<file path="config.mk">
export PLATFORM = sky130hd
export DESIGN_NAME = commit_trace_unit
export DESIGN_NICKNAME = d
export VERILOG_FILES = /design/src/rtl/commit_trace_unit.sv
export SDC_FILE = /design/constraint.sdc
export NUM_CORES = 1
export LEC_CHECK = 0
export ABC_AREA = 0
export BUFFER_PORTS_ARGS = -buffer_cell sky130_fd_sc_hd__buf_2
export CAP_MARGIN = 20
export CORE_MARGIN = 1.5
export CORE_UTILIZATION = 35
export DETAILED_ROUTE_END_ITERATION = 10
export PLACE_DENSITY = 0.53
export SLEW_MARGIN = 15
export SYNTH_ARGS = -nofsm -noshare
export SYNTH_HDL_FRONTEND = slang
export SYNTH_SLANG_ARGS = --single-unit
</file>
<file path="constraint.sdc">
create_clock -name clk -period 11.45 [get_ports clk]
set_clock_uncertainty 0.1 [all_clocks]
set_input_delay 3.435 -clock clk [delete_from_list [all_inputs] [get_ports clk]]
set_output_delay 3.435 -clock clk [all_outputs]
set_load 0.01 [all_outputs]
</file>
<file path="src/rtl/commit_trace_unit.sv">
// commit_trace_unit: formats one numbered trace record per retired instruction and streams
// them through an FWFT FIFO over a valid/ready port, stopping after the halt record drains.
module commit_trace_unit #(
  parameter int DEPTH      = 8,
  parameter int INUM_W     = 16,
  parameter int MAX_CYCLES = 100000
) (
  input  logic              clk,
  input  logic              rst,
  input  logic              commit_valid,
  input  logic [15:0]       pc,
  input  logic              reg_write,
  input  logic [3:0]        dst_reg,
  input  logic [15:0]       wr_data,
  input  logic              mem_read,
  input  logic              mem_write,
  input  logic [15:0]       mem_addr,
  input  logic [15:0]       mem_data,
  input  logic              hlt,
  output logic              out_valid,
  input  logic              out_ready,
  output logic [INUM_W+54:0] out_data,
  output logic              trace_stall,
  output logic              overflow,
  output logic              done,
  output logic              timeout,
  output logic [INUM_W-1:0] inst_count
);
  localparam int AW = $clog2(DEPTH);
  localparam int W  = INUM_W + 55;
  typedef enum logic [1:0] {RUN, DRAIN, DONE} state_t;
  state_t            state_q, state_d;
  logic [W-1:0]      mem_q [DEPTH];
  logic [AW:0]       wr_q, rd_q, count;
  logic [INUM_W-1:0] inst_q;
  logic              ovf_q;
  logic [31:0]       cyc_q;
  logic              empty, full, pop, push_try, push;
  logic [1:0]        kind;
  logic [3:0]        rec_reg;
  logic [15:0]       rec_val, rec_addr;
  logic [W-1:0]      rec, head;
  always_comb begin
    count    = wr_q - rd_q;
    empty    = wr_q == rd_q;
    full     = (wr_q[AW] != rd_q[AW]) && (wr_q[AW-1:0] == rd_q[AW-1:0]);
    head     = mem_q[rd_q[AW-1:0]];
    pop      = !empty && out_ready;
    push_try = state_q == RUN && commit_valid;
    // a full FIFO still takes a push when the head leaves in the same cycle
    push     = push_try && (!full || pop);
    kind     = hlt ? 2'd0 : reg_write ? (mem_read ? 2'd2 : 2'd1) : mem_write ? 2'd3 : 2'd0;
    rec_reg  = (!hlt && reg_write) ? dst_reg : 4'd0;
    rec_val  = hlt ? 16'd0 : reg_write ? wr_data : mem_write ? mem_data : 16'd0;
    rec_addr = (!hlt && (reg_write ? mem_read : mem_write)) ? mem_addr : 16'd0;
    rec      = {hlt, kind, inst_q, pc, rec_reg, rec_val, rec_addr};
    state_d  = state_q;
    state_d  = (state_q == RUN && push && hlt) ? DRAIN :
               (state_q == DRAIN && pop && head[W-1]) ? DONE : state_q;
  end
  assign out_valid   = !empty;
  assign out_data    = empty ? '0 : head;
  assign trace_stall = count >= (AW+1)'(DEPTH - 1);
  assign overflow    = ovf_q;
  assign done        = state_q == DONE;
  assign timeout     = cyc_q > 32'(MAX_CYCLES);
  assign inst_count  = inst_q;
  always_ff @(posedge clk or posedge rst) begin
    if (rst) begin
      state_q <= RUN;
      wr_q    <= '0;
      rd_q    <= '0;
      inst_q  <= '0;
      ovf_q   <= 1'b0;
      cyc_q   <= '0;
    end else begin
      state_q <= state_d;
      if (push) wr_q <= wr_q + (AW+1)'(1);
      if (pop) rd_q <= rd_q + (AW+1)'(1);
      if (push) inst_q <= inst_q + INUM_W'(1);
      if (push_try && !push) ovf_q <= 1'b1;
      cyc_q <= cyc_q + 32'(cyc_q != '1);
    end
  end
  always_ff @(posedge clk) begin
    if (push) mem_q[wr_q[AW-1:0]] <= rec;
  end
endmodule

</file>
==> run_summary.xml, run 1 <==
<?xml version="1.0" encoding="UTF-8"?>
<metrics>
  <group name="run_status">
    <metric name="result_of_the_run" unit="">finished clean</metric>
  </group>
  <group name="placed_design">
    <metric name="hpwl_detailed" unit="um">32000</metric>
    <metric name="place.port_buffers" unit="">167</metric>
    <metric name="post_dp_area" unit="um^2">26740</metric>
    <metric name="weighted_congestion_reported_at_the_end_of_routability_driven_placement" unit="">0.7291</metric>
  </group>
  <group name="logic_synthesis">
    <metric name="synth.lib_cells_used.distinct" unit="">43</metric>
    <metric name="synth_largest_type_area_fraction" unit="">0.6902</metric>
    <metric name="yosys_warnings" unit="">0</metric>
    <metric name="number_of_enable_flip_flop_cells_after_synthesis" unit="">568</metric>
    <metric name="seq_area_frac_synth" unit="">0.7499</metric>
    <metric name="post-synth-top-count-cell" unit="">sky130_fd_sc_hd__edfxtp_1</metric>
    <metric name="synthTopCellsByArea" unit="">sky130_fd_sc_hd__edfxtp_1, sky130_fd_sc_hd__mux4_2, sky130_fd_sc_hd__dfrtp_1</metric>
    <metric name="synth_nets" unit="">1393</metric>
    <metric name="synthCells" unit="">1308</metric>
    <metric name="synthDominantAreaCellType" unit="">sky130_fd_sc_hd__edfxtp_1</metric>
    <metric name="primary_flip_flop_cell_chosen_by_synthesis_mapping" unit="">sky130_fd_sc_hd__edfxtp_1</metric>
    <metric name="post_synth.cell_area_avg" unit="um^2">18.89</metric>
    <metric name="ys_ff_latch" unit="">627</metric>
    <metric name="synth_common_cells" unit="">sky130_fd_sc_hd__edfxtp_1, sky130_fd_sc_hd__nand2_1, sky130_fd_sc_hd__mux4_2</metric>
    <metric name="synth_async_sr_flop_share" unit="">0.09410</metric>
    <metric name="synthesis.area" unit="um^2">24710</metric>
  </group>
  <group name="floorplan">
    <metric name="die_w" unit="um">268.7</metric>
    <metric name="rows" unit="">97</metric>
    <metric name="design.die.area" unit="um^2">72210</metric>
    <metric name="die_height" unit="um">268.7</metric>
    <metric name="design.portCount" unit="">168</metric>
    <metric name="floorplan.core_area" unit="um^2">69910</metric>
    <metric name="initial_core_util" unit="">0.3535</metric>
  </group>
  <group name="drt">
    <metric name="dr.pass1.iters" unit="">5</metric>
    <metric name="post_drt_wl_per_cell" unit="um">22.77</metric>
    <metric name="antenna_left" unit="">0</metric>
    <metric name="drcViolationCount" unit="">0</metric>
    <metric name="num_vias" unit="">12660</metric>
    <metric name="vias_per_cell" unit="">5.056</metric>
    <metric name="wirelength" unit="um">57020</metric>
    <metric name="drtIter0Drc" unit="">879</metric>
  </group>
  <group name="worst_setup_path">
    <metric name="critical_path_peak_fanout" unit="">61</metric>
    <metric name="worstRegToRegCells" unit="">7</metric>
    <metric name="required" unit="ns">7.92</metric>
    <metric name="critical_path_class" unit="">reg2out</metric>
    <metric name="cp_slowest_cell" unit="">sky130_fd_sc_hd__dfrtp_4</metric>
    <metric name="worst_ep_arrival_time" unit="ns">4.51</metric>
    <metric name="crit_path_max_incr_delay" unit="ns">0.73</metric>
    <metric name="cp_cell_sequence" unit="">clkinv_2, ha_1, nand3_1, nor2_4, buf_4, inv_1, and4_1, buf_2</metric>
    <metric name="crit_cells" unit="">8</metric>
    <metric name="critical_path.n_buffers_inverters" unit="">4</metric>
    <metric name="critical_path.startpoint_type" unit="">register</metric>
    <metric name="worst_path_dominant_cell_family" unit="">buffers and inverters</metric>
    <metric name="worstSetupEndpointType" unit="">output pin</metric>
  </group>
  <group name="job">
    <metric name="timing.max_cap.violations" unit="">0</metric>
  </group>
  <group name="timing">
    <metric name="tns_setup" unit="ns">0</metric>
    <metric name="final.period_utilization" unit="">0.7025</metric>
    <metric name="final_hold_viol_count" unit="">0</metric>
    <metric name="max_slew.worst_pin.slew" unit="ns">1.016</metric>
    <metric name="relSlewSlack" unit="">0.3227</metric>
    <metric name="max_clock_freq" unit="MHz">124.3</metric>
    <metric name="fin_crit" unit="ns">8.043</metric>
    <metric name="timing_max_transition_violations_final" unit="">0</metric>
    <metric name="final-setup-viol-count" unit="">0</metric>
    <metric name="rsz_0062_raised_after_global_routing" unit="">false</metric>
  </group>
  <group name="clock_network">
    <metric name="tritoncts_buffers" unit="">69</metric>
    <metric name="cts_htree_levels" unit="">3</metric>
    <metric name="cts_hold_buffers" unit="">0</metric>
    <metric name="post_cts_buffers" unit="">0</metric>
    <metric name="clock_latency" unit="ns">0.61</metric>
    <metric name="root_driver" unit="">sky130_fd_sc_hd__clkbuf_16</metric>
    <metric name="cts.path.max_buffers" unit="">3</metric>
    <metric name="cts_tree" unit="">done</metric>
    <metric name="cts_sinks" unit="">627</metric>
    <metric name="clk_pin_slew_worst_paths" unit="ns">0.06</metric>
    <metric name="cts.repair.resized" unit="">0</metric>
  </group>
  <group name="pwr">
    <metric name="total_switching_power" unit="mW">1.998</metric>
    <metric name="clock_share_of_power" unit="">0.336</metric>
    <metric name="power_frac_comb" unit="">0.261</metric>
    <metric name="power_share_of_the_sequential_group" unit="">0.403</metric>
    <metric name="power_leakage" unit="nW">10.09</metric>
    <metric name="power-per-cell-area" unit="nW/um^2">228.2</metric>
    <metric name="report.power.total" unit="mW">6.628</metric>
    <metric name="p_sw_frac" unit="">0.3014</metric>
    <metric name="internal-power" unit="mW">4.631</metric>
    <metric name="irDropWorstVdd" unit="V">0.0001022</metric>
  </group>
  <group name="global_route">
    <metric name="antenna_found_initial" unit="">3</metric>
    <metric name="pin_count_of_the_biggest_net_entering_global_routing" unit="">62</metric>
    <metric name="grt_usage" unit="">0.1604</metric>
    <metric name="wire_length_of_the_first_global_routing_pass" unit="um">84500</metric>
    <metric name="grt_pass1_vias" unit="">13170</metric>
    <metric name="gr-total-overflow" unit="">0</metric>
  </group>
  <group name="min_path">
    <metric name="hold-path-cell-count" unit="">1</metric>
    <metric name="holdCritPathClass" unit="">reg2reg</metric>
  </group>
  <group name="layout">
    <metric name="layout.filler_cells" unit="">6309</metric>
    <metric name="design_area" unit="um^2">29050</metric>
    <metric name="layout_cells_sized_above_1" unit="">0.2975</metric>
    <metric name="area_growth" unit="%">17.55</metric>
    <metric name="multi_input_comb_area" unit="um^2">5913</metric>
    <metric name="layout.area.seq" unit="um^2">18540</metric>
    <metric name="num-nets-final" unit="">1593</metric>
  </group>
</metrics>
## final timing paths
check / slack [ns] / endpoint / startpoint
max: 3.41 / out_data[70] / rd_q[2]
min: 0.36 / overflow / overflow
max reg2reg: 6.74 / mem_q[4][14] / rd_q[2]
min reg2reg: 0.36 / overflow / overflow
max in group asynchronous: 7.66 / rd_q[2] / rst
min in group asynchronous: 2.96 / cyc_q[25] / rst
## cells in the final DEF, fill, tap and decap left out, types with 17 or more instances in the layout
| cell type | Yosys | final |
|---|---|---|
| sky130_fd_sc_hd__and2_1 | 21 | 21 |
| sky130_fd_sc_hd__nand3_1 | 23 | 23 |
| sky130_fd_sc_hd__a22o_1 | 17 | 17 |
| sky130_fd_sc_hd__dfrtp_1 | 59 | 56 |
| sky130_fd_sc_hd__edfxtp_1 | 568 | 568 |
| sky130_fd_sc_hd__xor2_1 | 21 | 21 |
| sky130_fd_sc_hd__mux4_2 | 140 | 140 |
| sky130_fd_sc_hd__a21oi_1 | 72 | 71 |
| sky130_fd_sc_hd__clkbuf_16 | 0 | 72 |
| sky130_fd_sc_hd__nand2_1 | 159 | 159 |
| sky130_fd_sc_hd__buf_2 | 21 | 167 |
| sky130_fd_sc_hd__xnor2_1 | 34 | 34 |
| sky130_fd_sc_hd__buf_4 | 0 | 27 |
## routing by layer
layer,vias to the layer above,GRT usage,routed length (um)
met4,2,0.04494,1004
met3,73,0.03434,2686
met2,232,0.2695,28590
li1,5609,-,-
met5,-,0,13
met1,6745,0.2105,24720
## metrics by stage
step | utilization | hold slack (ns) | std cells | setup slack, ns
floorplan | - | 0.3564 | 1308 | 1.163
global placement | 0.3823 | 0.3343 | 2375 | 4.076
detailed placement | 0.3826 | 0.3467 | 2376 | 3.914
CTS | 0.4154 | 0.3635 | 2502 | 3.236
global route | 0.4155 | 0.3972 | 2503 | 3.053
finish | 0.4156 | 0.3617 | 2504 | 3.407
## power by group through the flow
stage | registers, mW | logic, mW | clock network [mW]
final | 2.67 | 1.73 | 2.23
after floorplan | 2.60 | 1.21 | 0
after global placement | 2.73 | 1.77 | 0
after detailed placement | 2.73 | 1.77 | 0
after CTS | 2.68 | 1.78 | 2.29
after global routing | 2.69 | 1.90 | 2.37
## state kept, by name, summed over array words and instances (netlist names)
signal and cells:
overflow 1, wr_q 4, inst_count 16, state_q 2, mem_q 568, rd_q 4, cyc_q 32
## worst reg2reg max path: cells and delay by family, from the launching register on
kind	cells	cell delay (ns)
compound gates	1	0.20
fa+ha+maj	1	0.62
buf+inv	3	1.74
flops	1	0.73
simple gates	2	0.91
## layout make-up
cell class	instances	share of cell area
clock inverters	39	0.01469
clock buffers	87	0.06430
diodes	1	0.00008614
flip-flops and latches	627	0.6383
repair buffers	196	0.03682
inverters	13	0.001766
multi-input cells	601	0.2035
well taps	940	0.04048
## kinds of logic (layout without fill, tap and decap cells)
family | count (synthesis) | after routing | share of synthesized area
flops | 627 | 627 | 0.7499
simple gates | 290 | 290 | 0.05797
mux | 146 | 146 | 0.1301
compound gates | 101 | 101 | 0.02415
buf+inv | 80 | 335 | 0.01352
xor+xnor | 55 | 55 | 0.01949
fa+ha+maj | 9 | 9 | 0.004860
other cells | 0 | 1 | 0
Power figures use the tool's default switching activity.
==> run 2, diff against run 1 <==
- clock period: 11.45 -> 7.8 ns (I/O delays scaled with it)
==> run_summary.xml, run 2 (synthesis gave the netlist of run 1 again) <==
<?xml version="1.0" encoding="UTF-8"?>
<metrics>
  <group name="run_status">
    <metric name="result_of_the_run" unit="">finished clean</metric>
  </group>
  <group name="worst_setup_path">
    <metric name="critical_path_class" unit="">reg2out</metric>
    <metric name="cp_cell_sequence" unit="">buf_4, mux4_2, nand2_1, a21oi_1, buf_2</metric>
    <metric name="critical_path.n_buffers_inverters" unit="">2</metric>
    <metric name="crit_path_max_incr_delay" unit="ns">1.06</metric>
    <metric name="required" unit="ns">5.36</metric>
    <metric name="critical_path_peak_fanout" unit="">49</metric>
    <metric name="cp_slowest_cell" unit="">sky130_fd_sc_hd__dfrtp_4</metric>
    <metric name="worstSetupEndpointType" unit="">output pin</metric>
    <metric name="critical_path.startpoint_type" unit="">register</metric>
    <metric name="worst_ep_arrival_time" unit="ns">3.64</metric>
    <metric name="worst_path_dominant_cell_family" unit="">buffers and inverters</metric>
  </group>
  <group name="drt">
    <metric name="detailroute.wirelength.met3" unit="um">2609</metric>
    <metric name="wl_met1" unit="um">24620</metric>
    <metric name="post_drt_wl_per_cell" unit="um">22.66</metric>
    <metric name="met2_wirelength" unit="um">28280</metric>
    <metric name="wirelength" unit="um">56790</metric>
    <metric name="antenna_left" unit="">0</metric>
    <metric name="dr.pass1.iters" unit="">5</metric>
    <metric name="drcViolationCount" unit="">0</metric>
    <metric name="num_vias" unit="">12590</metric>
    <metric name="top_layer" unit="">met5</metric>
    <metric name="drtIter0Drc" unit="">833</metric>
    <metric name="vias_per_cell" unit="">5.022</metric>
  </group>
  <group name="min_path">
    <metric name="holdCritPathClass" unit="">reg2reg</metric>
  </group>
  <group name="clock_network">
    <metric name="cts.repair.resized" unit="">0</metric>
    <metric name="root_driver" unit="">sky130_fd_sc_hd__clkbuf_16</metric>
    <metric name="clk_pin_slew_worst_paths" unit="ns">0.06</metric>
    <metric name="cts_tree" unit="">done</metric>
    <metric name="cts.path.max_buffers" unit="">3</metric>
    <metric name="clock_latency" unit="ns">0.59</metric>
    <metric name="cts_htree_levels" unit="">3</metric>
    <metric name="cts_hold_buffers" unit="">0</metric>
    <metric name="tritoncts_buffers" unit="">70</metric>
    <metric name="cts_sinks" unit="">627</metric>
    <metric name="post_cts_buffers" unit="">0</metric>
  </group>
  <group name="timing">
    <metric name="max_slew.worst_pin.slew" unit="ns">1.085</metric>
    <metric name="rsz_0062_raised_after_global_routing" unit="">false</metric>
    <metric name="final-setup-viol-count" unit="">0</metric>
    <metric name="max_clock_freq" unit="MHz">164.4</metric>
    <metric name="final_hold_viol_count" unit="">0</metric>
    <metric name="layout_setup_ws" unit="ns">1.718</metric>
    <metric name="final.period_utilization" unit="">0.7798</metric>
    <metric name="fin_crit" unit="ns">6.082</metric>
    <metric name="relSlewSlack" unit="">0.2767</metric>
    <metric name="timing_max_transition_violations_final" unit="">0</metric>
  </group>
  <group name="global_route">
    <metric name="antenna_found_initial" unit="">2</metric>
    <metric name="pin_count_of_the_biggest_net_entering_global_routing" unit="">68</metric>
    <metric name="grt_pass1_vias" unit="">13130</metric>
    <metric name="wire_length_of_the_first_global_routing_pass" unit="um">84230</metric>
    <metric name="gr-total-overflow" unit="">0</metric>
    <metric name="grt_usage" unit="">0.1593</metric>
  </group>
  <group name="layout">
    <metric name="multi_input_comb_area" unit="um^2">5922</metric>
    <metric name="layout_cells_sized_above_1" unit="">0.2912</metric>
    <metric name="mostFrequentLayoutCell" unit="">sky130_fd_sc_hd__edfxtp_1</metric>
    <metric name="num-nets-final" unit="">1599</metric>
    <metric name="mostFrequentLayoutCells" unit="">sky130_fd_sc_hd__edfxtp_1, sky130_fd_sc_hd__buf_2, sky130_fd_sc_hd__nand2_1, sky130_fd_sc_hd__mux4_2</metric>
    <metric name="layout.filler_cells" unit="">6300</metric>
    <metric name="layout.cells.non_filler" unit="">2506</metric>
    <metric name="n_antenna_cell" unit="">0</metric>
    <metric name="area_growth" unit="%">17.05</metric>
    <metric name="largest_reg_flops" unit="">568</metric>
    <metric name="layout.core_utilization" unit="">0.4138</metric>
    <metric name="layout.area.seq" unit="um^2">18540</metric>
  </group>
  <group name="floorplan">
    <metric name="floorplan.core_area" unit="um^2">69910</metric>
    <metric name="rows" unit="">97</metric>
    <metric name="initial_core_util" unit="">0.3535</metric>
    <metric name="design.portCount" unit="">168</metric>
    <metric name="design.die.area" unit="um^2">72210</metric>
    <metric name="die_height" unit="um">268.7</metric>
    <metric name="die_w" unit="um">268.7</metric>
  </group>
  <group name="placed_design">
    <metric name="placed_cells_incl_taps" unit="">2381</metric>
    <metric name="detailedPlace.worstSlack" unit="ns">1.916</metric>
    <metric name="weighted_congestion_reported_at_the_end_of_routability_driven_placement" unit="">0.7181</metric>
    <metric name="hpwl_detailed" unit="um">30590</metric>
    <metric name="place.port_buffers" unit="">167</metric>
  </group>
  <group name="job">
    <metric name="timing.max_cap.violations" unit="">0</metric>
  </group>
  <group name="pwr">
    <metric name="irDropWorstVdd" unit="V">0.0001816</metric>
    <metric name="power_leakage" unit="nW">10.06</metric>
    <metric name="power-per-cell-area" unit="nW/um^2">331.4</metric>
  </group>
</metrics>
run 2: cell count changes in the layout (fill, tap and decap cells not counted), sizes merged:
cell,change
buf,+5
bufinv,-5
clkinv,+5
diode,-1
clkbuf,+4
clkinvlp,-4
inv,-2
run 2: metrics by stage:
step / total power [mW] / hold WS, ns / cell area, um^2 / TNS [ns]
6_report: 9.587 / 0.3921 / 28930 / 0
5_1_grt: 10.06 / 0.4133 / 28930 / 0
4_1_cts: 9.740 / 0.3946 / 28900 / 0
3_5_place_dp: 6.632 / 0.3832 / 26780 / 0
3_3_place_gp: 6.625 / 0.3809 / 26780 / 0
2_1_floorplan: 5.601 / 0.3564 / 24740 / -142.33
run 2: worst paths after layout:
check / start / end / slack (ns) / cells after the start
max reg2reg: rd_q[0] / mem_q[7][40] / 3.95 / 7
min in group asynchronous: rst / cyc_q[23] / 1.87 / 3
min: cyc_q[30] / cyc_q[30] / 0.39 / 1
max in group asynchronous: rst / rd_q[2] / 5.10 / 3
max: rd_q[0] / out_data[63] / 1.72 / 5
min reg2reg: cyc_q[30] / cyc_q[30] / 0.39 / 1
run 2: area by class of cell:
| class | count | share of cell area |
|---|---|---|
| Timing Repair Buffer | 201 | 0.03841 |
| Sequential cell | 627 | 0.6410 |
| Clock buffer | 91 | 0.06475 |
| Inverter | 13 | 0.001773 |
| Tap cell | 940 | 0.04066 |
| Clock inverter | 33 | 0.008651 |
| Multi-Input combinational cell | 601 | 0.2047 |
run 2: layer usage:
metal  up-vias  global-route usage
li1       5612                   -
met5         -                   0
met2       241              0.2659
met1      6644              0.2084
met4         2             0.05087
met3        86             0.03342
run 2: power breakdown:
part / total [mW] / switching, mW / leakage [nW] / internal, mW
Combinational: 2.56 / 1.42 / 2.91 / 1.14
Sequential: 3.94 / 0.232 / 6.12 / 3.71
Clock: 3.08 / 1.29 / 1.03 / 1.79
Total: 9.59 / 2.94 / 10.1 / 6.64
==> run 3, diff against run 2 <==
- ABC_AREA: 0 -> 1
- PLACE_DENSITY: 0.53 -> 0.55
- clock period: 7.8 -> 5.4 ns (I/O delays scaled with it)
==> run_summary.xml, run 3 <==
<?xml version="1.0" encoding="UTF-8"?>
<metrics>
  <group name="run_status">
    <metric name="result_of_the_run" unit="">complete, but fails checks</metric>
    <metric name="violations" unit="">DRC</metric>
  </group>
  <group name="floorplan">
    <metric name="initial_core_util" unit="">0.3545</metric>
    <metric name="rows" unit="">99</metric>
    <metric name="design.portCount" unit="">168</metric>
    <metric name="design.die.area" unit="um^2">75790</metric>
    <metric name="die_height" unit="um">275.3</metric>
    <metric name="floorplan.core_area" unit="um^2">73210</metric>
    <metric name="die_w" unit="um">275.3</metric>
  </group>
  <group name="drt">
    <metric name="vias_per_cell" unit="">5.058</metric>
    <metric name="wirelength" unit="um">67570</metric>
    <metric name="antenna_left" unit="">0</metric>
    <metric name="num_vias" unit="">17240</metric>
    <metric name="dr.pass1.iters" unit="">10</metric>
    <metric name="drtIter0Drc" unit="">1332</metric>
    <metric name="post_drt_wl_per_cell" unit="um">19.82</metric>
    <metric name="drcViolationCount" unit="">22</metric>
  </group>
  <group name="min_path">
    <metric name="hold-path-cell-count" unit="">2</metric>
    <metric name="holdCritPathClass" unit="">reg2reg</metric>
  </group>
  <group name="logic_synthesis">
    <metric name="synth_common_cells" unit="">sky130_fd_sc_hd__nor2_1, sky130_fd_sc_hd__edfxtp_1, sky130_fd_sc_hd__o21ai_0</metric>
    <metric name="number_of_enable_flip_flop_cells_after_synthesis" unit="">568</metric>
    <metric name="synthesis.area" unit="um^2">25950</metric>
    <metric name="synth_largest_type_area_fraction" unit="">0.6572</metric>
    <metric name="synth_nets" unit="">2331</metric>
    <metric name="ys_ff_latch" unit="">627</metric>
    <metric name="synth_async_sr_flop_share" unit="">0.09410</metric>
    <metric name="seq_area_frac_synth" unit="">0.7141</metric>
    <metric name="synthTopCellsByArea" unit="">sky130_fd_sc_hd__edfxtp_1, sky130_fd_sc_hd__nor2_1, sky130_fd_sc_hd__o21ai_0</metric>
    <metric name="post-synth-top-count-cell" unit="">sky130_fd_sc_hd__nor2_1</metric>
    <metric name="synthCells" unit="">2246</metric>
    <metric name="synthDominantAreaCellType" unit="">sky130_fd_sc_hd__edfxtp_1</metric>
    <metric name="synth.lib_cells_used.distinct" unit="">32</metric>
    <metric name="primary_flip_flop_cell_chosen_by_synthesis_mapping" unit="">sky130_fd_sc_hd__edfxtp_1</metric>
    <metric name="yosys_warnings" unit="">0</metric>
    <metric name="post_synth.cell_area_avg" unit="um^2">11.55</metric>
  </group>
  <group name="global_route">
    <metric name="wire_length_of_the_first_global_routing_pass" unit="um">101200</metric>
    <metric name="gr-total-overflow" unit="">0</metric>
    <metric name="grtUsageMet2" unit="">0.2874</metric>
    <metric name="grt_pass1_vias" unit="">16760</metric>
    <metric name="busiest_layer" unit="">met2</metric>
    <metric name="pin_count_of_the_biggest_net_entering_global_routing" unit="">216</metric>
    <metric name="grt_usage" unit="">0.1771</metric>
    <metric name="met3_usage" unit="">0.03149</metric>
    <metric name="globalRouteMet1Util" unit="">0.2443</metric>
    <metric name="antenna_found_initial" unit="">4</metric>
  </group>
  <group name="worst_setup_path">
    <metric name="critical_path.startpoint_type" unit="">register</metric>
    <metric name="cp_cell_sequence" unit="">buf_12, fa_1, o31ai_1, buf_2</metric>
    <metric name="worstSetupEndpointType" unit="">output pin</metric>
    <metric name="critical_path_peak_fanout" unit="">215</metric>
    <metric name="critical_path.n_buffers_inverters" unit="">2</metric>
    <metric name="crit_path_max_incr_delay" unit="ns">0.57</metric>
    <metric name="worstRegToRegCells" unit="">10</metric>
    <metric name="crit_cells" unit="">4</metric>
    <metric name="critical_path_class" unit="">reg2out</metric>
    <metric name="required" unit="ns">3.68</metric>
    <metric name="worst_path_dominant_cell_family" unit="">buffers and inverters</metric>
    <metric name="worst_ep_arrival_time" unit="ns">3.10</metric>
    <metric name="cp_slowest_cell" unit="">sky130_fd_sc_hd__buf_12</metric>
  </group>
  <group name="clock_network">
    <metric name="tritoncts_buffers" unit="">69</metric>
    <metric name="cts_htree_levels" unit="">3</metric>
    <metric name="clk_pin_slew_worst_paths" unit="ns">0.06</metric>
    <metric name="root_driver" unit="">sky130_fd_sc_hd__clkbuf_16</metric>
    <metric name="post_cts_buffers" unit="">0</metric>
    <metric name="cts.path.max_buffers" unit="">3</metric>
    <metric name="cts_hold_buffers" unit="">0</metric>
    <metric name="clock_latency" unit="ns">0.59</metric>
    <metric name="cts_sinks" unit="">627</metric>
    <metric name="cts.repair.resized" unit="">0</metric>
    <metric name="cts_tree" unit="">done</metric>
  </group>
  <group name="layout">
    <metric name="layout.area.seq" unit="um^2">18540</metric>
    <metric name="layout.filler_cells" unit="">6900</metric>
    <metric name="multi_input_comb_area" unit="um^2">6560</metric>
    <metric name="layout_cells_sized_above_1" unit="">0.1307</metric>
    <metric name="layout.core_utilization" unit="">0.4084</metric>
    <metric name="num-nets-final" unit="">2482</metric>
    <metric name="largest_reg_flops" unit="">568</metric>
    <metric name="mostFrequentLayoutCells" unit="">sky130_fd_sc_hd__nor2_1, sky130_fd_sc_hd__edfxtp_1, sky130_fd_sc_hd__o21ai_0, sky130_fd_sc_hd__nand2_1, sky130_fd_sc_hd__buf_2</metric>
    <metric name="mostFrequentLayoutCell" unit="">sky130_fd_sc_hd__nor2_1</metric>
    <metric name="area_growth" unit="%">15.21</metric>
  </group>
  <group name="timing">
    <metric name="max_slew.worst_pin.slew" unit="ns">1.095</metric>
    <metric name="rsz_0062_raised_after_global_routing" unit="">false</metric>
    <metric name="max_clock_freq" unit="MHz">207.5</metric>
    <metric name="tns_setup" unit="ns">0</metric>
    <metric name="timing_max_transition_violations_final" unit="">0</metric>
    <metric name="final-setup-viol-count" unit="">0</metric>
    <metric name="relSlewSlack" unit="">0.2701</metric>
    <metric name="fin_crit" unit="ns">4.820</metric>
    <metric name="final.period_utilization" unit="">0.8926</metric>
    <metric name="final_hold_viol_count" unit="">0</metric>
  </group>
  <group name="pwr">
    <metric name="power-per-cell-area" unit="nW/um^2">473.3</metric>
    <metric name="power_leakage" unit="nW">10.25</metric>
    <metric name="report.power.total" unit="mW">14.15</metric>
    <metric name="irDropWorstVdd" unit="V">0.0003275</metric>
  </group>
  <group name="placed_design">
    <metric name="hpwl_detailed" unit="um">36000</metric>
    <metric name="place.port_buffers" unit="">167</metric>
    <metric name="weighted_congestion_reported_at_the_end_of_routability_driven_placement" unit="">0.8346</metric>
  </group>
  <group name="job">
    <metric name="timing.max_cap.violations" unit="">0</metric>
  </group>
</metrics>
## run 3: worst paths after layout
kind	startpoint	to	slack, ns
worst max register to register	rd_q[0]	mem_q[2][24]	2.15
max in group asynchronous	rst	cyc_q[22]	3.41
worst max-delay path	rd_q[1]	trace_stall	0.58
worst min-delay path	state_q[1]	state_q[1]	0.38
min in group asynchronous	rst	rd_q[1]	0.98
worst min register to register	state_q[1]	state_q[1]	0.38
## run 3: area by class of cell
type                       count  share of cell area
sequential                   627              0.6202
multi-input combinational   1415              0.2194
clock buffer                  94             0.06156
timing repair buffer         207             0.04185
tap                          959             0.04013
inverter                      77            0.009918
clock inverter                29            0.006821
antenna                        1          0.00008370
## run 3: worst register-to-register path, cell delays in order (launching register included)
cell and delay, ns:
sky130_fd_sc_hd__dfrtp_4 0.61, sky130_fd_sc_hd__ha_1 0.35, sky130_fd_sc_hd__inv_1 0.07, sky130_fd_sc_hd__nor2_1 0.09, sky130_fd_sc_hd__nand2_1 0.10, sky130_fd_sc_hd__nand2_1 0.05
sky130_fd_sc_hd__buf_4 0.22, sky130_fd_sc_hd__inv_1 0.10, sky130_fd_sc_hd__nand2_1 0.24, sky130_fd_sc_hd__nor2_4 0.17, sky130_fd_sc_hd__buf_4 0.73
## run 3: cell families (layout without fill, tap and decap cells)
logic type,Yosys count,after routing,share of synthesized area
AND/OR/NAND/NOR,843,843,0.1271
flip-flops,627,627,0.7141
AO/OA/AOI/OAI,531,531,0.1076
buffers and inverters,204,407,0.03572
XOR/XNOR,32,32,0.01080
adder cells (fa/ha/maj),9,9,0.004628
other,0,1,0
## run 3: per-layer routing
metal	share of wire	vias to the layer above
met5	0.00067	-
met4	0.023	6
met3	0.050	101
met2	0.47	412
met1	0.46	8513
li1	-	8212
## run 3: report_power, final
group | total (mW) | leakage, nW | internal, mW | switching (mW)
clock | 4.31 | 0.995 | 2.45 | 1.86
combinational | 4.50 | 3.61 | 1.39 | 3.12
sequential | 5.34 | 5.64 | 5.30 | 0.0419
## run 3: stage by stage
step | setup slack [ns] | std cells | hold WS, ns | instance area [um^2]
2_1_floorplan | -0.4113 | 2246 | 0.3458 | 25960
3_3_place_gp | 1.063 | 3283 | 0.3589 | 27800
3_5_place_dp | 0.9728 | 3283 | 0.3694 | 27800
4_1_cts | 0.4201 | 3406 | 0.3851 | 29840
5_1_grt | 0.4394 | 3408 | 0.4080 | 29900
6_report | 0.5799 | 3409 | 0.3827 | 29900
